File: config.mk
export PLATFORM = sky130hd
export DESIGN_NAME = decoder_scan
export DESIGN_NICKNAME = d
export VERILOG_FILES = /design/src/rtl/decoder_pkg.sv /design/src/rtl/scan_prescaler.sv /design/src/rtl/decoder_scan.sv
export SDC_FILE = /design/constraint.sdc
export NUM_CORES = 1
export LEC_CHECK = 0
export BUFFER_PORTS_ARGS = -buffer_cell sky130_fd_sc_hd__buf_4
export CAP_MARGIN = 20
export CORE_AREA = 2 2 39 41
export CTS_CLUSTER_SIZE = 30
export DETAILED_ROUTE_END_ITERATION = 10
export DIE_AREA = 0 0 41 43
export PLACE_DENSITY = 0.72
export SLEW_MARGIN = 30
export SYNTH_ARGS = -nofsm -noshare
export SYNTH_HDL_FRONTEND = slang
export SYNTH_SLANG_ARGS = --single-unit
File: constraint.sdc
create_clock -name clk -period 3 [get_ports clk]
set_clock_uncertainty 0.1 [all_clocks]
set_input_delay 0.3 -clock clk [delete_from_list [all_inputs] [get_ports clk]]
set_output_delay 0.3 -clock clk [all_outputs]
set_load 0.05 [all_outputs]
File: src/rtl/decoder_pkg.sv
// Shared definitions for the registered one-hot decoder family:
// state and mode encodings plus the polarity-aware decode helper.
package decoder_pkg;

    localparam int MAX_W = 8;
    localparam int MAX_N = 1 << MAX_W;

    typedef enum logic [1:0] {
        ST_IDLE   = 2'd0,
        ST_DIRECT = 2'd1,
        ST_SCAN   = 2'd2
    } state_t;

    localparam logic MODE_DIRECT = 1'b0;
    localparam logic MODE_SCAN   = 1'b1;

    // Full-width decode; callers truncate to their own OUT_N.
    function automatic logic [MAX_N-1:0] onehot_decode(input logic [MAX_W-1:0] idx,
                                                       input logic polarity);
        logic [MAX_N-1:0] v;
        v = '0;
        v[idx] = 1'b1;
        return polarity ? ~v : v;
    endfunction

endpackage

File: src/rtl/scan_prescaler.sv
// Divide-by-DIV counter producing a one-cycle step pulse; clr restarts the
// count so the first step lands DIV cycles after the clear.
module scan_prescaler #(
    parameter int DIV = 4
) (
    input  logic clk,
    input  logic rst,
    input  logic clr,
    input  logic run,
    output logic step
);

    localparam int PW = (DIV > 1) ? $clog2(DIV) : 1;
    localparam logic [PW-1:0] LAST = PW'(DIV - 1);

    logic [PW-1:0] cnt;

    assign step = run && !clr && (cnt == LAST);

    always_ff @(posedge clk) begin
        if (rst || clr) begin
            cnt <= '0;
        end else if (run) begin
            cnt <= (cnt == LAST) ? '0 : cnt + 1'b1;
        end
    end

endmodule

File: src/rtl/decoder_scan.sv
// Registered IN_W-to-OUT_N one-hot/one-cold decoder with a direct-load mode
// and a free-running scan mode that steps the index every DIV cycles.
module decoder_scan
    import decoder_pkg::*;
#(
    parameter int IN_W       = 3,
    parameter int OUT_N      = 1 << IN_W,
    parameter int DIV        = 4,
    parameter int ACTIVE_LOW = 0
) (
    input  logic             clk,
    input  logic             rst,
    input  logic             en,
    input  logic             mode,
    input  logic             load,
    input  logic [IN_W-1:0]  in,
    output logic [OUT_N-1:0] out,
    output logic [IN_W-1:0]  idx,
    output logic             wrap,
    output logic             err
);

    localparam logic             POL      = (ACTIVE_LOW != 0);
    localparam logic [OUT_N-1:0] INACTIVE = {OUT_N{POL}};
    localparam logic [IN_W:0]    N_EXT    = (IN_W + 1)'(OUT_N);
    localparam logic [IN_W:0]    LAST_EXT = (IN_W + 1)'(OUT_N - 1);

    state_t          state;
    state_t          state_nx;
    logic            load_ok;
    logic            load_bad;
    logic            pre_clr;
    logic            step;
    logic [IN_W-1:0] idx_nx;
    logic            wrap_nx;

    always_comb begin
        state_nx = ST_IDLE;
        if (en) begin
            state_nx = (mode == MODE_SCAN) ? ST_SCAN : ST_DIRECT;
        end
    end

    assign load_ok  = load && ({1'b0, in} < N_EXT);
    assign load_bad = load && !load_ok;

    // The count only survives while scan continues from one edge to the next;
    // a rejected load freezes it rather than clearing it.
    assign pre_clr = (state != ST_SCAN) || (state_nx != ST_SCAN) || load_ok;

    scan_prescaler #(.DIV(DIV)) u_prescaler (
        .clk  (clk),
        .rst  (rst),
        .clr  (pre_clr),
        .run  (!load_bad),
        .step (step)
    );

    always_comb begin
        idx_nx  = idx;
        wrap_nx = 1'b0;
        if (load_ok) begin
            idx_nx = in;
        end else if (step) begin
            if ({1'b0, idx} == LAST_EXT) begin
                idx_nx  = '0;
                wrap_nx = 1'b1;
            end else begin
                idx_nx = idx + 1'b1;
            end
        end
    end

    always_ff @(posedge clk) begin
        if (rst) begin
            state <= ST_IDLE;
            idx   <= '0;
            out   <= INACTIVE;
            wrap  <= 1'b0;
            err   <= 1'b0;
        end else begin
            state <= state_nx;
            idx   <= idx_nx;
            wrap  <= wrap_nx;
            err   <= load_bad;
            out   <= (state_nx == ST_IDLE) ? INACTIVE
                                           : OUT_N'(onehot_decode(MAX_W'(idx_nx), POL));
        end
    end

endmodule

======== After elaboration in Yosys (flattened, before gate mapping) ========
Cells that the tools add are included.
cells by class
  $lt $le $gt $ge ......................... 2
  multiplexer cells ....................... 8
  bitwise logic cells ..................... 1
  reduce and logical (&&, ||, !) cells .... 10
  add/sub/neg operators ................... 2
  equality and inequality tests ........... 4
operators by type and width
  kind                                                                                 number
  3-bit by 9-bit < comparator with 1-bit output, second input constant                 1
  3-bit two-way mux                                                                    3
  2-bit two-way mux                                                                    2
  2-bit inequality test, second input constant                                         2
  2-bit OR reduction                                                                   2
  3-bit by 1-bit adder with 3-bit output, second input constant                        1
  1-bit demux with 3-bit select                                                        1
  3-bit == test, second input constant                                                 1
  3-bit by 1-bit greater-or-equal comparator with 1-bit output, second input constant  1
  1-bit logical OR                                                                     3
  3-bit OR reduction                                                                   1
  2-bit by 1-bit adder with 2-bit output, second input constant                        1
  2-bit == test, second input constant                                                 1
  1-bit logical AND                                                                    2
  2-bit logical NOT                                                                    1
  1-bit two-way mux                                                                    2
  1-bit logical NOT                                                                    1
  1-bit inverter                                                                       1
word-level totals
  input port bits ......................... 8
  flip-flop bits (word level) ............. 16
  output and inout bits ................... 13

======== Longest topological paths before layout ========
Gate-level depths: netlist of run 1.
  depth in word-level cells ............... 13
  gate-level depth with buffers ........... 6
  depth with buffers taken out ............ 6

======== Cells and area by module ========
From an unflattened synthesis of run 1, not the netlist that was laid out.
second synthesis, totals
  cells, all modules ...................... 64
  area total of the unflattened synthesis .. 669.4 um^2
modules (own cells, without submodules)
  module          area each (um^2)  instances  cells each  seq. area each (um^2)
  decoder_scan    565.5             1          55          280.3
  scan_prescaler  103.8             1          9           40.0

======== Least setup slack after synthesis of run 1 ========
Ideal clock, no wire load.
  kind .................................... reg-to-reg
  start ................................... reg idx[0]
  end ..................................... reg out[3]
  clock period less this slack ............ 2.154 ns
  buffers on the path ..................... 0
  slack ................................... 0.846 ns
  cell stages (with the launch flop) ...... 6
  library setup time ...................... 0.078 ns
  data arrival time ....................... 1.976 ns
  cell sequence ........................... dfxtp_1 ha_1 ha_1 or4_4 a311o_1 nor3_1
between the ends
  cells in the longest elaborated chain, start to end .. 8
  elaborated cells between the ends (all ways) .. 10
RTL lines
  element                                                                                                                                              RTL line                                text
  start: declaration                                                                                                                                   decoder_scan.sv:18                      output logic [IN_W-1:0] idx,
  start signal: assignment                                                                                                                             decoder_scan.sv:83                      idx <= idx_nx;
  3-bit by 1-bit adder with 3-bit output or 3-bit == test (tied branches)                                                                              decoder_scan.sv:69, decoder_scan.sv:65
  3-bit two-way mux                                                                                                                                    decoder_scan.sv:65                      if ({1'b0, idx} == LAST_EXT) begin
  3-bit two-way mux (*)                                                                                                                                decoder_scan.sv:64                      end else if (step) begin
  3-bit two-way mux (*)                                                                                                                                decoder_scan.sv:62                      if (load_ok) begin
  3-bit by 9-bit < comparator with 1-bit output (not written as such) or 3-bit by 1-bit greater-or-equal comparator with 1-bit output (tied branches)  decoder_pkg.sv:22                       v[idx] = 1'b1;
  1-bit logical AND (not written as such)                                                                                                              decoder_pkg.sv:22
  1-bit two-way mux (not written as such)                                                                                                              decoder_pkg.sv:22
  1-bit demux with 3-bit select (*)                                                                                                                    decoder_pkg.sv:22
  end signal: assignment                                                                                                                               decoder_scan.sv:86                      out <= (state_nx == ST_IDLE) ? INACTIVE
  end: declaration                                                                                                                                     decoder_scan.sv:17                      output logic [OUT_N-1:0] out,
Mark *: on every way between the ends. The rest lies on a longest branch, timed or not.
A chain may end at the register's enable or synchronous reset.

======== Worst setup path after layout of run 1 ========
  start ................................... reg idx[0]
  end ..................................... reg out[7]
The elaborated chain is that of the path after synthesis.

==> results of run 1 <==
-- cells in the mapped netlist --
| library cell | n | area share, % |
|---|---|---|
| a221o_2 | 2 | 3.6 |
| a221oi_1 | 2 | 2.8 |
| a311o_1 | 1 | 1.6 |
| a31oi_1 | 1 | 1.0 |
| and2b_2 | 3 | 4.2 |
| buf_4 | 1 | 1.2 |
| buf_6 | 1 | 1.8 |
| clkbuf_2 | 1 | 0.80 |
| conb_1 | 1 | 0.60 |
| dfxtp_1 | 16 | 51 |
| ha_1 | 3 | 6.0 |
| inv_1 | 5 | 3.0 |
| nand2_1 | 2 | 1.2 |
| nand3_1 | 1 | 0.80 |
| nand4_1 | 1 | 1.0 |
| nor2_1 | 3 | 1.8 |
| nor3_1 | 11 | 8.8 |
| nor3b_1 | 1 | 1.2 |
| nor4_1 | 2 | 2.0 |
| o21ai_0 | 1 | 0.80 |
| or2_2 | 1 | 1.0 |
| or3b_1 | 1 | 1.4 |
| or4_4 | 1 | 1.8 |
-- per-layer routing --
metal	global-route usage [%]	routed length (microns)
met1	20.1	466
met2	28.1	594
met3	3.14	87
met4	12.0	33
met5	0	0
-- kinds of logic (layout without fill, tap and decap cells) --
family,count (synthesis),count (layout),share of synthesized area [%]
AO/OA/AOI/OAI,7,7,9.84
AND/OR/NAND/NOR,27,27,25.3
other,1,1,0.602
flip-flops,16,16,51.4
buffers and inverters,8,28,6.83
adder cells (fa/ha/maj),3,3,6.02
-- state kept, by name, indices dropped and copies added, names as in the netlist --
register	cells
out	8
idx	3
state	2
u_prescaler.cnt	2
wrap	1
-- final timing paths --
kind	end	startpoint	cells after the start	slack (ns)
max	out[7]	idx[0]	5	0.96
min	state[0]	mode	2	0.08
max reg2reg	out[7]	idx[0]	5	0.96
min reg2reg	u_prescaler.cnt[0]	u_prescaler.cnt[0]	1	0.34
-- power by group --
group          internal, mW  leakage (nW)  switching [mW]
clock                0.0739        0.0210          0.0676
sequential            0.218         0.130         0.00281
combinational        0.0200         0.209          0.0361
-- final cells by class --
type | instances | area (sq um) | area share (%)
multi-input cells | 38 | 260 | 32.6
repair buffers | 19 | 143 | 17.9
inverters | 5 | 18.8 | 2.35
clock buffers | 4 | 36.3 | 4.55
flip-flops and latches | 16 | 320 | 40.1
well taps | 16 | 20.0 | 2.51
-- critical path: cells and delay by family (launching register included) --
kind / cells / cell delay, ns
DFF: 1 / 0.36
and+or+nand+nor: 2 / 0.69
adders and majority gates: 2 / 0.40
AOI/OAI and AO/OA: 1 / 0.42
-- placed cells by master (no fill, tap or decap), types with 2 or more instances in the layout --
master | Yosys | final
inv_1 | 5 | 5
dfxtp_1 | 16 | 16
nor4_1 | 2 | 2
ha_1 | 3 | 3
a221o_2 | 2 | 2
clkbuf_4 | 0 | 3
nor3_1 | 11 | 11
and2b_2 | 3 | 3
a221oi_1 | 2 | 2
nand2_1 | 2 | 2
buf_4 | 1 | 19
nor2_1 | 3 | 3
==> summary.md, run 1 <==
| Metric | Value |
|---|---|
| Status | `completed` |
| Yosys reg bits | `16` |
| WP data arrival | `2.15 ns` |
| Slew margin rel. | `60.5%` |
| Fin util | `57.7%` |
| Post-route ant nets | `0` |
| Worst Path Required | `3.11 ns` |
| TritonRoute pass-1 iters | `2` |
| DP Wirelength | `966 microns` |
| Buffer levels on the longest clock path | `2` |
| Die Ht | `43 microns` |
| Slew @ Worst Pin | `0.593 ns` |
| IO buf count | `19` |
| Vias in the first global route | `517` |
| Initial Util | `45.0%` |
| Via Count | `522` |
| Worst setup EP type | `flop` |
| CTS resizes | `0` |
| Average size of a mapped cell | `10.0 sq um` |
| H-Tree Depth | `1` |
| Critical Path Start Type | `flop` |
| Routed wire length | `1.18 mm` |
| Mean routed wirelength per cell | `12.1 microns` |
| Cell Chain, Critical Path | `ha_1 -> ha_1 -> or4_4 -> a311o_1 -> nor3_1` |
| Power Density | `524 nW/um^2` |
| DP Worst Slack | `0.786 ns` |
| Max Freq | `490 MHz` |
| Overall Power | `0.418 mW` |
| RSZ-0062 raised after global routing | `false` |
| Fill cells | `127` |
| Initial antenna violation count | `0` |
| Critical Path Fanout Max | `4` |
| First-pass GRT wire length | `2.06 mm` |
| Post-CTS setup repair buffer count | `0` |
| CORE AREA | `1380 sq um` |
| Mapped Cells | `62` |
| Cell Area, Placed | `762 sq um` |
| Post-route setup TNS | `0 ns` |
| # DRC | `0` |
| Clock slew at reported path FFs | `0.09 ns` |
| CP max stage cell | `or4_4` |
| Sink Count | `16` |
| Number of DRC markers in iteration 0 | `6` |
| Remaining global-route overflow | `0` |
| Post-DR vias/cell | `5.33` |
| GPL Wtd Cong | `0.848` |
| Non-filler cells, final | `98` |
| Nets@finish | `94` |
| Crit path top cell by count | `ha_1` |
| Ys Warns | `0` |
| Die W | `41 microns` |
| Placed cells | `94` |
| Seq/Total Area, Yosys | `51.4%` |
| Syn nets | `73` |
| Crit Path Class | `flop to flop` |
| Die Footprint | `1760 sq um` |
| All-layer global routing usage | `17.7%` |
| Layout cells sized above 1 | `36.6%` |
| Final hold slack | `0.0827 ns` |
| Maxcap violations | `0` |
| Period utilization | `68.0%` |
| Cell Area, Synth | `623 sq um` |
| TritonCTS clock tree | `done` |
| Synth cell types | `23` |
| Final Hold Fails | `0` |
| Largest net degree at the start of global routing | `10` |
| Cell area after layout | `798 sq um` |
| HP Class | `primary input to flop` |
| Slew Limit Fails | `0` |
| Root Buffer | `clkbuf_4` |
| Final setup fails | `0` |
| Setup ws final | `0.960 ns` |
| Ant diodes | `0` |
| Lkg Pwr | `0.360 nW` |
| Row cnt | `14` |
| Area growth, synth to finish | `28.1%` |
| Io pins | `21` |
| CP peak stage delay | `0.55 ns` |
| Min Tclk post-route | `2.04 ns` |
| VDD IR max | `0.000249 V` |
| CTS Hold Buffers Added | `0` |
| Num CTS Buffers | `3` |
| Clk Latency, worst-skew pair | `0.29 ns` |
Note: power is estimated with default switching activity, not from simulation.
==> run 2, diff against run 1 <==
CORE_AREA = default   (was 2 2 39 41)
CORE_UTILIZATION = 42   (was default)
DIE_AREA = default   (was 0 0 41 43)
PLACE_DENSITY = 0.68   (was 0.72)
clock period = 1.68 ns   (was 3 ns; I/O delays follow)
==> run 2 against run 1 <==
  * Sequential cell count unchanged
  * Critical path type unchanged
  * Clock power up 77%
  * Highest routed layer unchanged
  * Maximum frequency up 7.2%
  * Combinational power up 130%
  * Core utilization up 16 points
  * Critical path depth unchanged
  * Register-to-register slack worse by 1.2 ns
  * Die area down 6.9%
  * The run now ends with negative setup slack left
  * Critical endpoint is now out[1]
==> summary.md, run 2 (synthesized netlist as in run 1, its figures left out) <==
| Metric | Value |
|---|---|
| Status | `finished, violations left (was completed)` |
| Violated checks | `negative setup slack` |
| Ant diodes | `0 (unchanged)` |
| Max FFs per register | `8 (unchanged)` |
| Layout cells sized above 1 | `54.7% (was 36.6%)` |
| Final hold slack | `0.0395 ns (was 0.0827 ns)` |
| Die Footprint | `1640 sq um (was 1760 sq um)` |
| Post-route setup TNS | `-1.57 ns (was 0 ns)` |
| Reg2reg end | `out[1] (was out[7])` |
| Initial Util | `46.7% (was 45.0%)` |
| HP Class | `primary input to flop (unchanged)` |
| Power Density | `789 nW/um^2 (was 524 nW/um^2)` |
| Maxcap violations | `0 (unchanged)` |
| Number of DRC markers in iteration 0 | `14 (was 6)` |
| First-pass GRT wire length | `2.11 mm (was 2.06 mm)` |
| Vias in the first global route | `476 (was 517)` |
| All-layer global routing usage | `21.1% (was 17.7%)` |
| Die Ht | `40.5 microns (was 43 microns)` |
| Lkg Pwr | `0.423 nW (was 0.360 nW)` |
| Setup ws final | `-0.222 ns (was 0.960 ns)` |
| Initial antenna violation count | `0 (unchanged)` |
| R2R setup slack | `-0.22 ns (was 0.96 ns)` |
| Clk Latency, worst-skew pair | `0.28 ns (was 0.29 ns)` |
| RSZ-0062 raised after global routing | `true (was false)` |
| Post-route ant nets | `0 (unchanged)` |
| Commonest non-fill, non-tap cells in the layout | `28 x buf_4, 13 x dfxtp_1, 9 x nor3_1 (was 19 x buf_4, 16 x dfxtp_1, 11 x nor3_1)` |
| Num CTS Buffers | `3 (unchanged)` |
| Worst setup EP type | `flop (unchanged)` |
| Slew Limit Fails | `0 (unchanged)` |
| VDD IR max | `0.000733 V (was 0.000249 V)` |
| Die W | `40.5 microns (was 41 microns)` |
| Final Hold Fails | `0 (unchanged)` |
| DP Wirelength | `983 microns (was 966 microns)` |
| Min Tclk post-route | `1.90 ns (was 2.04 ns)` |
| Biggest regs | `out x8, idx x3 (unchanged)` |
| Period utilization | `113% (was 68.0%)` |
| Mean routed wirelength per cell | `12.7 microns (was 12.1 microns)` |
| Routed wire length | `1.40 mm (was 1.18 mm)` |
| Nets@finish | `107 (was 94)` |
| Root Buffer | `clkbuf_4 (unchanged)` |
| Critical Path Start Type | `flop (unchanged)` |
| TritonCTS clock tree | `done (unchanged)` |
| H-Tree Depth | `1 (unchanged)` |
| Reg2Reg Depth | `5 (unchanged)` |
| Clock slew at reported path FFs | `0.09 ns (about the same)` |
| Non-filler cells, final | `110 (was 98)` |
| Row cnt | `13 (was 14)` |
| Sink Count | `16 (unchanged)` |
| Max Freq | `526 MHz (was 490 MHz)` |
| Buffer levels on the longest clock path | `2 (unchanged)` |
| Largest net degree at the start of global routing | `10 (unchanged)` |
| Biggest register | `out (unchanged)` |
| Critical Path Fanout Max | `4 (unchanged)` |
| RR Startpoint | `idx[0] (unchanged)` |
| Via Count | `585 (was 522)` |
| Worst Path Required | `1.79 ns (was 3.11 ns)` |
| Area growth, synth to finish | `57.6% (was 28.1%)` |
| Post-DR vias/cell | `5.32 (was 5.33)` |
| Crit path launch | `idx[0] (unchanged)` |
| GPL Wtd Cong | `0.722 (was 0.848)` |
| Io pins | `21 (unchanged)` |
| Overall Power | `0.775 mW (was 0.418 mW)` |
| Final setup fails | `9 (was 0)` |
| Commonest non-fill, non-tap cell in the layout | `buf_4 (unchanged)` |
| TritonRoute pass-1 iters | `4 (was 2)` |
| Cell Area, Placed | `865 sq um (was 762 sq um)` |
| IO buf count | `19 (unchanged)` |
| Setup crit end | `out[1] (was out[7])` |
| WP data arrival | `2.01 ns (was 2.15 ns)` |
| Crit Path Class | `flop to flop (unchanged)` |
| Remaining global-route overflow | `0 (unchanged)` |
| Placed cells | `102 (was 94)` |
| # DRC | `0 (unchanged)` |
| Cell area after layout | `982 sq um (was 798 sq um)` |
| CORE AREA | `1330 sq um (was 1380 sq um)` |
## run 2: changes by cell type in the layout (fill, tap and decap cells not counted), sizes merged
cell         change
dlygate4sd3      +3
buf             +10
## run 2: repair_timing
| action | in CTS | in global routing |
|---|---|---|
| setup buffers | 1 | 1 |
| hold endpoints to repair | 5 | 0 |
| pin swaps | 3 | 1 |
| gates resized for setup | 4 | 7 |
| hold buffers | 3 | 0 |
| setup endpoints to repair | 9 | 11 |
## run 2: metrics by stage
step                      worst slack (ns)  utilization [%]
after floorplan                     -0.188                -
after global placement              -0.204             64.8
after detailed placement            -0.188             64.8
after CTS                           -0.213             71.8
after global routing                -0.266             73.6
final                               -0.222             73.6
## run 2: area by class of cell
| class | count | area (sq um) |
|---|---|---|
| clock buffer | 4 | 36.3 |
| fill | 103 | 352 |
| inverter | 5 | 18.8 |
| multi-input combinational | 38 | 328 |
| sequential | 16 | 329 |
| tap | 15 | 18.8 |
| timing repair buffer | 32 | 251 |
## run 2: worst min-delay path by stage
stage	cells after the start	startpoint	end
3_3_place_gp	2	mode	state[0]
6_report	3	mode	state[1]
5_1_grt	3	mode	state[1]
4_1_cts	3	mode	state[1]
3_5_place_dp	2	mode	state[0]
2_1_floorplan	1	rst	idx[0]
## run 2: metal layers
metal | track usage (%) | share of wire (%) | vias up
li1 | - | - | 288
met1 | 24.7 | 44 | 274
met2 | 32.1 | 49 | 21
met3 | 8.33 | 5.4 | 2
met4 | 12.5 | 0.93 | 0
met5 | 0 | 0 | -
## run 2: power by group
part           internal [mW]  switching [mW]  total [mW]  leakage [nW]
Clock                  0.132           0.120       0.252        0.0210
Sequential             0.388         0.00570       0.394         0.132
Combinational         0.0541          0.0748       0.129         0.270
Total                  0.574           0.201       0.775         0.423
## run 2: critical path, stage by stage, from the launching register on
cell and delay, ns:
dfxtp_4 0.36, ha_4 0.16, ha_4 0.15, or4_4 0.53
a311o_1 0.34, nor3_1 0.19
